<file path="src/rtl/ppu_oam_scan_pkg.sv">
// Shared constants, state encoding and line-buffer entry type for the mode-2 OAM sprite search.
package ppu_oam_scan_pkg;

  localparam int OAM_ENTRIES  = 40;
  localparam int MAX_SPRITES  = 10;
  localparam int OBJ_Y_OFFSET = 16;

  typedef enum logic [1:0] {
    IDLE   = 2'd0,
    SCAN_Y = 2'd1,
    SCAN_X = 2'd2,
    FINISH = 2'd3
  } scan_state_e;

  typedef struct packed {
    logic [5:0] idx;
    logic [7:0] y;
    logic [7:0] x;
  } spr_ent_t;

  // 9-bit compare so Y near 0xFF and ly+16 never wrap into a false hit
  function automatic logic spr_hit(input logic [7:0] ly, input logic [7:0] y, input logic tall);
    logic [8:0] t, h, y9;
    t  = {1'b0, ly} + 9'(OBJ_Y_OFFSET);
    h  = tall ? 9'd16 : 9'd8;
    y9 = {1'b0, y};
    return (t >= y9) && (t < y9 + h);
  endfunction

endpackage

</file>
<file path="src/rtl/ppu_oam_scan_if.sv">
// OAM read bus shared between the sprite scanner and the OAM RAM / DMA arbiter.
interface ppu_oam_scan_if;
  logic       oam_rd;
  logic [7:0] oam_a;
  logic [7:0] oam_din;
  logic       dma_occupy_oambus;

  modport master (output oam_rd, oam_a, input oam_din, dma_occupy_oambus);
  modport slave  (input oam_rd, oam_a, output oam_din, dma_occupy_oambus);
endinterface

</file>
<file path="src/rtl/ppu_oam_scan_sprite_buf.sv">
// Per-line sprite buffer: one write port, combinational read mux.
module ppu_sprite_buf
  import ppu_oam_scan_pkg::*;
#(
  parameter int DEPTH = MAX_SPRITES
) (
  input  logic       clk,
  input  logic       we,
  input  logic [3:0] waddr,
  input  spr_ent_t   wdata,
  input  logic [3:0] raddr,
  output spr_ent_t   rdata
);

  spr_ent_t mem [DEPTH];

  for (genvar s = 0; s < DEPTH; s++) begin : g_slot
    always_ff @(posedge clk)
      if (we && waddr == 4'(s)) mem[s] <= wdata;
  end

  always_comb begin
    rdata = '0;
    for (int s = 0; s < DEPTH; s++)
      if (raddr == 4'(s)) rdata = mem[s];
  end

endmodule

</file>
<file path="src/rtl/ppu_oam_scan.sv">
// Mode-2 sprite search: walks OAM Y/X pairs, keeps up to MAX_SPRITES hits in OAM order.
module ppu_oam_scan
  import ppu_oam_scan_pkg::*;
(
  input  logic                clk,
  input  logic                rst,
  input  logic                start,
  input  logic [7:0]          ly,
  input  logic                obj_size,
  ppu_oam_scan_if.master      oam,
  output logic                busy,
  output logic                done,
  output logic [3:0]          spr_count,
  input  logic [3:0]          rd_sel,
  output logic                rd_valid,
  output logic [5:0]          rd_idx,
  output logic [7:0]          rd_y,
  output logic [7:0]          rd_x
);

  localparam logic [5:0] LAST_ENT = 6'(OAM_ENTRIES - 1);

  scan_state_e state_q, state_d;
  logic [5:0]  ent_q;
  logic [7:0]  ly_q, y_q, byte_in;
  logic        tall_q, capture_x, wr_en;
  logic [5:0]  wr_idx;
  spr_ent_t    rd_ent;

  // a byte fetched while DMA owns the bus reads as 0xFF, which can never match
  assign byte_in = oam.dma_occupy_oambus ? 8'hFF : oam.oam_din;

  always_ff @(posedge clk)
    if (rst) state_q <= IDLE;
    else     state_q <= state_d;

  always_comb begin
    state_d    = state_q;
    oam.oam_rd = 1'b0;
    oam.oam_a  = 8'h00;
    capture_x  = 1'b0;
    case (state_q)
      IDLE: ;
      SCAN_Y: begin
        oam.oam_rd = 1'b1;
        oam.oam_a  = {ent_q, 2'b00};
        capture_x  = (ent_q != 6'd0);
        state_d    = SCAN_X;
      end
      SCAN_X: begin
        oam.oam_rd = 1'b1;
        oam.oam_a  = {ent_q, 2'b01};
        state_d    = (ent_q == LAST_ENT) ? FINISH : SCAN_Y;
      end
      FINISH: begin
        capture_x = 1'b1;
        state_d   = IDLE;
      end
      default: state_d = IDLE;
    endcase
    if (start) state_d = SCAN_Y;
  end

  // X arrives one entry late in SCAN_Y; FINISH holds ent_q at the last entry
  assign wr_idx = (state_q == FINISH) ? ent_q : ent_q - 6'd1;
  assign wr_en  = capture_x && !start && (spr_count < 4'(MAX_SPRITES)) &&
                  spr_hit(ly_q, y_q, tall_q);

  always_ff @(posedge clk) begin
    if (rst) begin
      done      <= 1'b0;
      spr_count <= 4'd0;
      ent_q     <= 6'd0;
      ly_q      <= 8'd0;
      tall_q    <= 1'b0;
      y_q       <= 8'hFF;
    end else begin
      done <= (state_q == FINISH) && !start;
      if (start) begin
        ly_q      <= ly;
        tall_q    <= obj_size;
        ent_q     <= 6'd0;
        spr_count <= 4'd0;
      end else begin
        if (state_q == SCAN_X) begin
          y_q <= byte_in;
          if (ent_q != LAST_ENT) ent_q <= ent_q + 6'd1;
        end
        if (wr_en) spr_count <= spr_count + 4'd1;
      end
    end
  end

  assign busy = (state_q != IDLE);

  ppu_sprite_buf #(.DEPTH(MAX_SPRITES)) u_buf (
    .clk   (clk),
    .we    (wr_en),
    .waddr (spr_count),
    .wdata ('{idx: wr_idx, y: y_q, x: byte_in}),
    .raddr (rd_sel),
    .rdata (rd_ent)
  );

  assign rd_valid = (rd_sel < spr_count);
  assign rd_idx   = rd_ent.idx;
  assign rd_y     = rd_ent.y;
  assign rd_x     = rd_ent.x;

endmodule
</file>
<file path="src/flat_wrapper.sv">
// flat-port wrapper written by rule: the top's interface ports become plain ports
module ppu_oam_scan_flat import ppu_oam_scan_pkg::*;
  (clk, rst, start, ly, obj_size, busy, done, spr_count, rd_sel, rd_valid, rd_idx, rd_y, rd_x, oam_oam_rd, oam_oam_a, oam_oam_din, oam_dma_occupy_oambus);
  ppu_oam_scan_if oam_i ();
  input  logic clk;
  input  logic rst;
  input  logic start;
  input  logic [7:0] ly;
  input  logic obj_size;
  output logic busy;
  output logic done;
  output logic [3:0] spr_count;
  input  logic [3:0] rd_sel;
  output logic rd_valid;
  output logic [5:0] rd_idx;
  output logic [7:0] rd_y;
  output logic [7:0] rd_x;
  output wire logic [$bits(oam_i.oam_rd)-1:0] oam_oam_rd;
  output wire logic [$bits(oam_i.oam_a)-1:0] oam_oam_a;
  input wire logic [$bits(oam_i.oam_din)-1:0] oam_oam_din;
  input wire logic [$bits(oam_i.dma_occupy_oambus)-1:0] oam_dma_occupy_oambus;
  assign oam_oam_rd = oam_i.oam_rd;
  assign oam_oam_a = oam_i.oam_a;
  assign oam_i.oam_din = oam_oam_din;
  assign oam_i.dma_occupy_oambus = oam_dma_occupy_oambus;
  ppu_oam_scan u_core (.clk(clk), .rst(rst), .start(start), .ly(ly), .obj_size(obj_size), .oam(oam_i), .busy(busy), .done(done), .spr_count(spr_count), .rd_sel(rd_sel), .rd_valid(rd_valid), .rd_idx(rd_idx), .rd_y(rd_y), .rd_x(rd_x));
endmodule
</file>
<file path="config.mk">
export PLATFORM = sky130hd
export DESIGN_NAME = ppu_oam_scan_flat
export DESIGN_NICKNAME = d
export VERILOG_FILES = /design/src/rtl/ppu_oam_scan_pkg.sv /design/src/rtl/ppu_oam_scan_if.sv /design/src/rtl/ppu_oam_scan_sprite_buf.sv /design/src/rtl/ppu_oam_scan.sv /design/src/flat_wrapper.sv
export SDC_FILE = /design/constraint.sdc
export NUM_CORES = 1
export LEC_CHECK = 0
export CAP_MARGIN = 20
export CORE_UTILIZATION = 55
export CTS_CLUSTER_SIZE = 24
export DETAILED_ROUTE_END_ITERATION = 6
export MAX_ROUTING_LAYER = met4
export PLACE_DENSITY = 0.74
export SLEW_MARGIN = 20
export SYNTH_ARGS = -nofsm -noshare
export SYNTH_HDL_FRONTEND = slang
export SYNTH_HIERARCHICAL = 1
export SYNTH_SLANG_ARGS = --single-unit
</file>
<file path="constraint.sdc">
create_clock -name clk -period 10.4 [get_ports clk]
set_input_delay 2.08 -clock clk [delete_from_list [all_inputs] [get_ports clk]]
set_output_delay 2.08 -clock clk [all_outputs]
set_load 0.03 [all_outputs]
</file>
## Word-level counts from Yosys, hierarchy flattened

Memory sizes are Yosys's and may differ from the RTL's.
Cells that the tools add are included.

| word-level totals | value |
|---|---|
| register bits | 30 |
| bits in latches | 0 |
| bits in writable memories | 220 |
| memory bits (read-only) | 0 |
| input bits | 25 |
| output and inout bits | 38 |
| word-level logic and storage cells | 143 |
| memories | 1 |

| operators by class | value |
|---|---|
| add/subtract/negate cells | 5 |
| multiply operators | 0 |
| div/mod/pow operators | 0 |
| magnitude comparators | 4 |
| equal/unequal tests | 23 |
| shifts and indexed selects | 0 |
| multiplexer cells | 66 |
| bitwise logic cells | 1 |
| reduce and logical (&&, ||, !) cells | 35 |

Memory list:

| name | words | bits a word | rd ports | clocked after Yosys merged registers in | write ports | line | RTL |
|---|---|---|---|---|---|---|---|
| u_core.u_buf.mem | 10 | 22 | 10 | 0 | 1 | ppu_oam_scan_sprite_buf.sv:15 | `spr_ent_t mem [DEPTH];` |

Operators by type and width:

| operator | count |
|---|---|
| $mux 22 | 19 |
| $reduce_or 22->1 | 9 |
| $mux 4 | 9 |
| $eq 4x3->1 const B | 8 |
| $mux 1 | 31 |
| $eq 4x2->1 const B | 4 |
| $eq 4x4->1 const B | 4 |
| $pmux 8 s2 | 1 |
| $logic_and 1x1->1 | 15 |
| $add 8x5->9 const B | 1 |
| $add 8x9->9 | 1 |
| $ge 9x8->1 | 1 |
| $lt 9x9->1 | 1 |
| $eq 4x1->1 const B | 2 |
| $logic_not 4->1 | 2 |
| $mux 8 | 1 |
| $add 6x1->6 const B | 1 |
| $eq 6x6->1 const B | 1 |
| $mux 6 | 1 |
| $ne 6x6->1 const B | 1 |
| $pmux 2 s3 | 1 |
| $reduce_bool 6->1 | 1 |
| $sub 6x1->6 const B | 1 |
| $mux 5 | 1 |
| other kinds (14) | 17 |

## Logic depth before layout (Yosys ltp)

| depth | value |
|---|---|
| depth in word-level cells | 18 |
| gate-level depth with buffers | 14 |
| depth with buffers taken out | 13 |

## By module

Netlist, hierarchy kept.

By module, submodules not included:

| module | instances | cells each | area an instance (um2) | sequential area each (um2) |
|---|---|---|---|---|
| ppu_sprite_buf | 1 | 503 | 8719.6 | 6606.3 |
| ppu_oam_scan | 1 | 235 | 2049.5 | 600.6 |

## Worst setup path after synthesis

OpenSTA, ideal clock, no wires.

| timing | value |
|---|---|
| path type | input-to-output |
| start | input rd_sel[1] |
| end | output rd_idx[4] |
| arrival | 3.507 ns |
| required time | 8.320 ns |
| slack | 4.813 ns |
| stages on the path | 6 |
| buffers on the path | 2 |
| cell sequence | buf_2 buf_2 or3b_2 nor2_1 a221oi_1 o22ai_1 |

| between the ends | value |
|---|---|
| longest elaborated chain between the ends | 11 |
| elaborated cells on any way between the ends | 20 |
| those cells by class | 9 x eq/ne; 10 x mux; 1 x reduce/logical |

Ends and longest elaborated chain:

| what | line | RTL |
|---|---|---|
| from (decl) | flat_wrapper.sv:13 | `input logic [3:0] rd_sel;` |
| $logic_not 4->1 | ppu_oam_scan_sprite_buf.sv:25 | `if (raddr == 4'(s)) rdata = mem[s];` |
| $mux 22 (9 in series) | ppu_oam_scan_sprite_buf.sv:25 |  |
| $mux 22 * | ppu_oam_scan_sprite_buf.sv:25 |  |
| to (decl) | flat_wrapper.sv:15 | `output logic [5:0] rd_idx;` |

Mark *: on every way between the ends. The rest lies on a longest branch, timed or not.

## Worst setup path in the final report

| timing | value |
|---|---|
| start | input rd_sel[0] |
| end | output rd_x[3] |

| between the ends | value |
|---|---|
| longest elaborated chain between the ends | 11 |
| elaborated cells on any way between the ends | 20 |
| those cells by class | 9 x eq/ne; 10 x mux; 1 x reduce/logical |

Ends and longest elaborated chain:

| what | line | RTL |
|---|---|---|
| $logic_not 4->1 | ppu_oam_scan_sprite_buf.sv:25 |  |
| $mux 22 (9 in series) | ppu_oam_scan_sprite_buf.sv:25 |  |
| $mux 22 * | ppu_oam_scan_sprite_buf.sv:25 |  |
| to (decl) | flat_wrapper.sv:17 | `output logic [7:0] rd_x;` |

Marked as above.

==> impl_metrics.yaml <==
status:
  outcome: "finished clean"
synth:
  async_reset_ff_share_pct: 0
  ys_ff_latch: 250
  avgSynthCellArea_sq_um: 14.6
  syn_area_sq_mm: 0.0108
  ys.flop_type: "edfxtp_1"
  yosysSeqAreaShare_pct: 66.9
  syn-num-nets: 792
  synthDistinctLibCells: 59
  synth-edff-count: 220
  synth-warning-count: 6
  syn_inst: 738
cells_and_area:
  area_delta_synth_final_pct: 15.4
  drive_gt1_share_pct: 12.9
  antenna_cells: 0
  finalNetCount: 854
cts:
  cts_max_level: 1
  clock-root-buffer: "clkbuf_16"
  clock_sinks: 250
  cts_buffer_depth: 3
  cts.clk_slew.worst_paths_ns: 0.06
  cts_made_buffers: 26
  hold_buffers: 0
  tritoncts: "built"
  postCtsSetupRepairBufs: 0
  cts_resized: 0
  insertion_delay_ns: 0.53
worst_setup_path:
  worst_ep_required_time_ns: 8.32
  path_cells: "buf_4, buf_4, nand2b_1, o221a_2, o22ai_1, o221ai_1, clkdlybuf4s50_1"
  reg2regPathDepth: 12
  worstSetupEndpointType: "output port"
  worst_path_largest_cell_delay_ns: 0.81
  crit_type: "primary input to output port"
  arrival_ns: 5.51
  startpoint_type: "primary input"
  crit_top_cell: "buf_4"
  crit_fanout: 59
  cp_slowest_cell: "buf_4"
drt:
  drt_iter0_markers: 631
  via_per_inst: 6.11
  antenna_left: 0
  num_vias: 6597
  drc_errors: 0
  wirelength_um: 24000
  drt_pass1_iterations: 5
  wire_per_inst_um: 22.3
placement:
  hpwl_um: 14800
  place_congestion: 0.836
  portBuffers: 61
  pre_cts_ws_ns: 2.83
power:
  total_power_uw: 2130
  pwr-share-clk_pct: 41.0
  sequentialPowerShare_pct: 51.5
  intPower_uw: 1670
  peakVddDrop_mv: 0.117
  netSwitchingFraction_pct: 21.9
  cellPowerDensity_mw_per_mm2: 172
  p_comb_share_pct: 7.5
  power.switching_uw: 467
  power.leakage_uw: 0.00438
timing:
  rsz0062_at_grt: "no"
  slew_viol_final: 0
  tightest_slew_ns: 1.05
  hold_slack_ns: 0.520
  fin_setup_tns_ns: 0
  worst_slack_ns: 2.81
  slew_headroom_pct: 29.8
  finalSetupViolations: 0
  skew_ns: 0.0104
  finalHoldViolations: 0
  fmaxAchievable_mhz: 132
  period_needed_ns: 7.59
  finalCritPeriodShare_pct: 73.0
floorplan:
  fp-row-count: 50
  initial_core_util_pct: 56.8
  core-area_sq_mm: 0.0190
  die_w_um: 142
  die_area_sq_mm: 0.0201
  die_h_um: 142
  io_pins: 63
global_route:
  overflow: 0
  grt_pass1_vias: 6810
  antenna_found_initial: 0
  grt_use_total_pct: 25.7
  grt_pass1_wl_um: 37700
  grt_max_degree: 60
job:
  max_cap_violations: 0
worst_hold_path:
  min-delay-path-class: "flop to flop"
  whs_path_depth: 2
state kept, by name, indices dropped and copies added (netlist names):
signal / count
u_core/ly_q: 8
u_core/tall_q: 1
u_core/spr_count: 4
u_core/y_q: 8
u_core/ent_q: 6
u_core/done: 1
u_core/u_buf/mem: 220
u_core/state_q: 2
placed cells by master (no fill, tap or decap), drive strengths merged, types with 6 or more instances in the layout:
| cell | count |
|---|---|
| ha | 28 |
| xor2 | 8 |
| buf | 15 |
| o22ai | 20 |
| o221a | 14 |
| o21ai | 7 |
| xnor2 | 7 |
| and2 | 8 |
| clkinv | 15 |
| inv | 26 |
| mux2 | 16 |
| mux2i | 69 |
| a21oi | 9 |
| o21a | 15 |
| a211o | 10 |
| nor2b | 9 |
| nand2 | 17 |
| nor2 | 62 |
| or2 | 10 |
| o221ai | 18 |
| edfxtp | 220 |
| nand2b | 13 |
| o211ai | 6 |
| nor3 | 10 |
| clkdlybuf4s50 | 60 |
| clkbuf | 31 |
| dfxtp | 30 |
routing by layer:
layer  share of wire (%)  track usage, %
met2                  48            41.5
met1                  41            34.1
met4                 2.0            7.47
met5                   0               -
met3                 8.1            3.94
power groups by stage:
stage          Clock, uW  Combinational, uW  Sequential [uW]
4_1_cts              886                160             1100
3_3_place_gp           0                153             1120
6_report             875                160             1100
2_1_floorplan          0                108             1120
5_1_grt              928                173             1100
3_5_place_dp           0                159             1120
synthesized netlist by cell type, types with 11 or more instances:
master | instances | area (sq um)
mux2i_1 | 69 | 691
nand2b_1 | 13 | 81.3
o21a_1 | 15 | 113
mux2_2 | 15 | 169
edfxtp_1 | 220 | 6610
o22ai_1 | 20 | 125
nor2_1 | 61 | 229
clkbuf_1 | 11 | 41.3
nand2_1 | 17 | 63.8
ha_1 | 28 | 350
buf_2 | 19 | 95.1
o221ai_1 | 18 | 158
dfxtp_1 | 30 | 601
inv_1 | 26 | 97.6
o221a_2 | 14 | 158
area by class of cell:
| cell class | instances | area [sq um] |
|---|---|---|
| inverters | 26 | 97.6 |
| clock buffers | 31 | 669 |
| repair buffers | 75 | 713 |
| fillers | 1345 | 6530 |
| well taps | 260 | 325 |
| flip-flops and latches | 250 | 7210 |
| clock inverters | 17 | 139 |
| multi-input cells | 421 | 3280 |
cell families after synthesis:
kind of cell	Yosys count	synth area share (%)
compound gates	134	9.86
xor+xnor	15	1.22
fa+ha+maj	29	3.44
buf+inv	67	3.01
flops	250	66.9
mux	85	8.12
other cells	1	0.0348
simple gates	157	7.39
per-stage QoR:
| step | instance area, sq um | util [%] | std cells |
|---|---|---|---|
| floorplan | 10800 | - | 738 |
| global placement | 11600 | 61.3 | 1032 |
| detailed placement | 11600 | 61.3 | 1032 |
| CTS | 12400 | 65.6 | 1080 |
| global route | 12400 | 65.6 | 1080 |
| finish | 12400 | 65.6 | 1080 |
worst max-delay path, delay by kind of cell:
kind / cells / cell delay [ns]
AO/OA/AOI/OAI: 3 / 0.88
buffers and inverters: 3 / 1.87
AND/OR/NAND/NOR: 1 / 0.68
final timing paths:
check	from	to	slack, ns
setup / recovery	rd_sel[0]	rd_x[3]	2.81
hold / removal	u_core/ly_q[0]	u_core/ly_q[0]	0.52
setup reg to reg	u_core/y_q[4]	u_core/u_buf/mem[1][7]	5.70
hold reg to reg	u_core/ly_q[0]	u_core/ly_q[0]	0.52
Note: power is estimated with default switching activity, not from simulation.
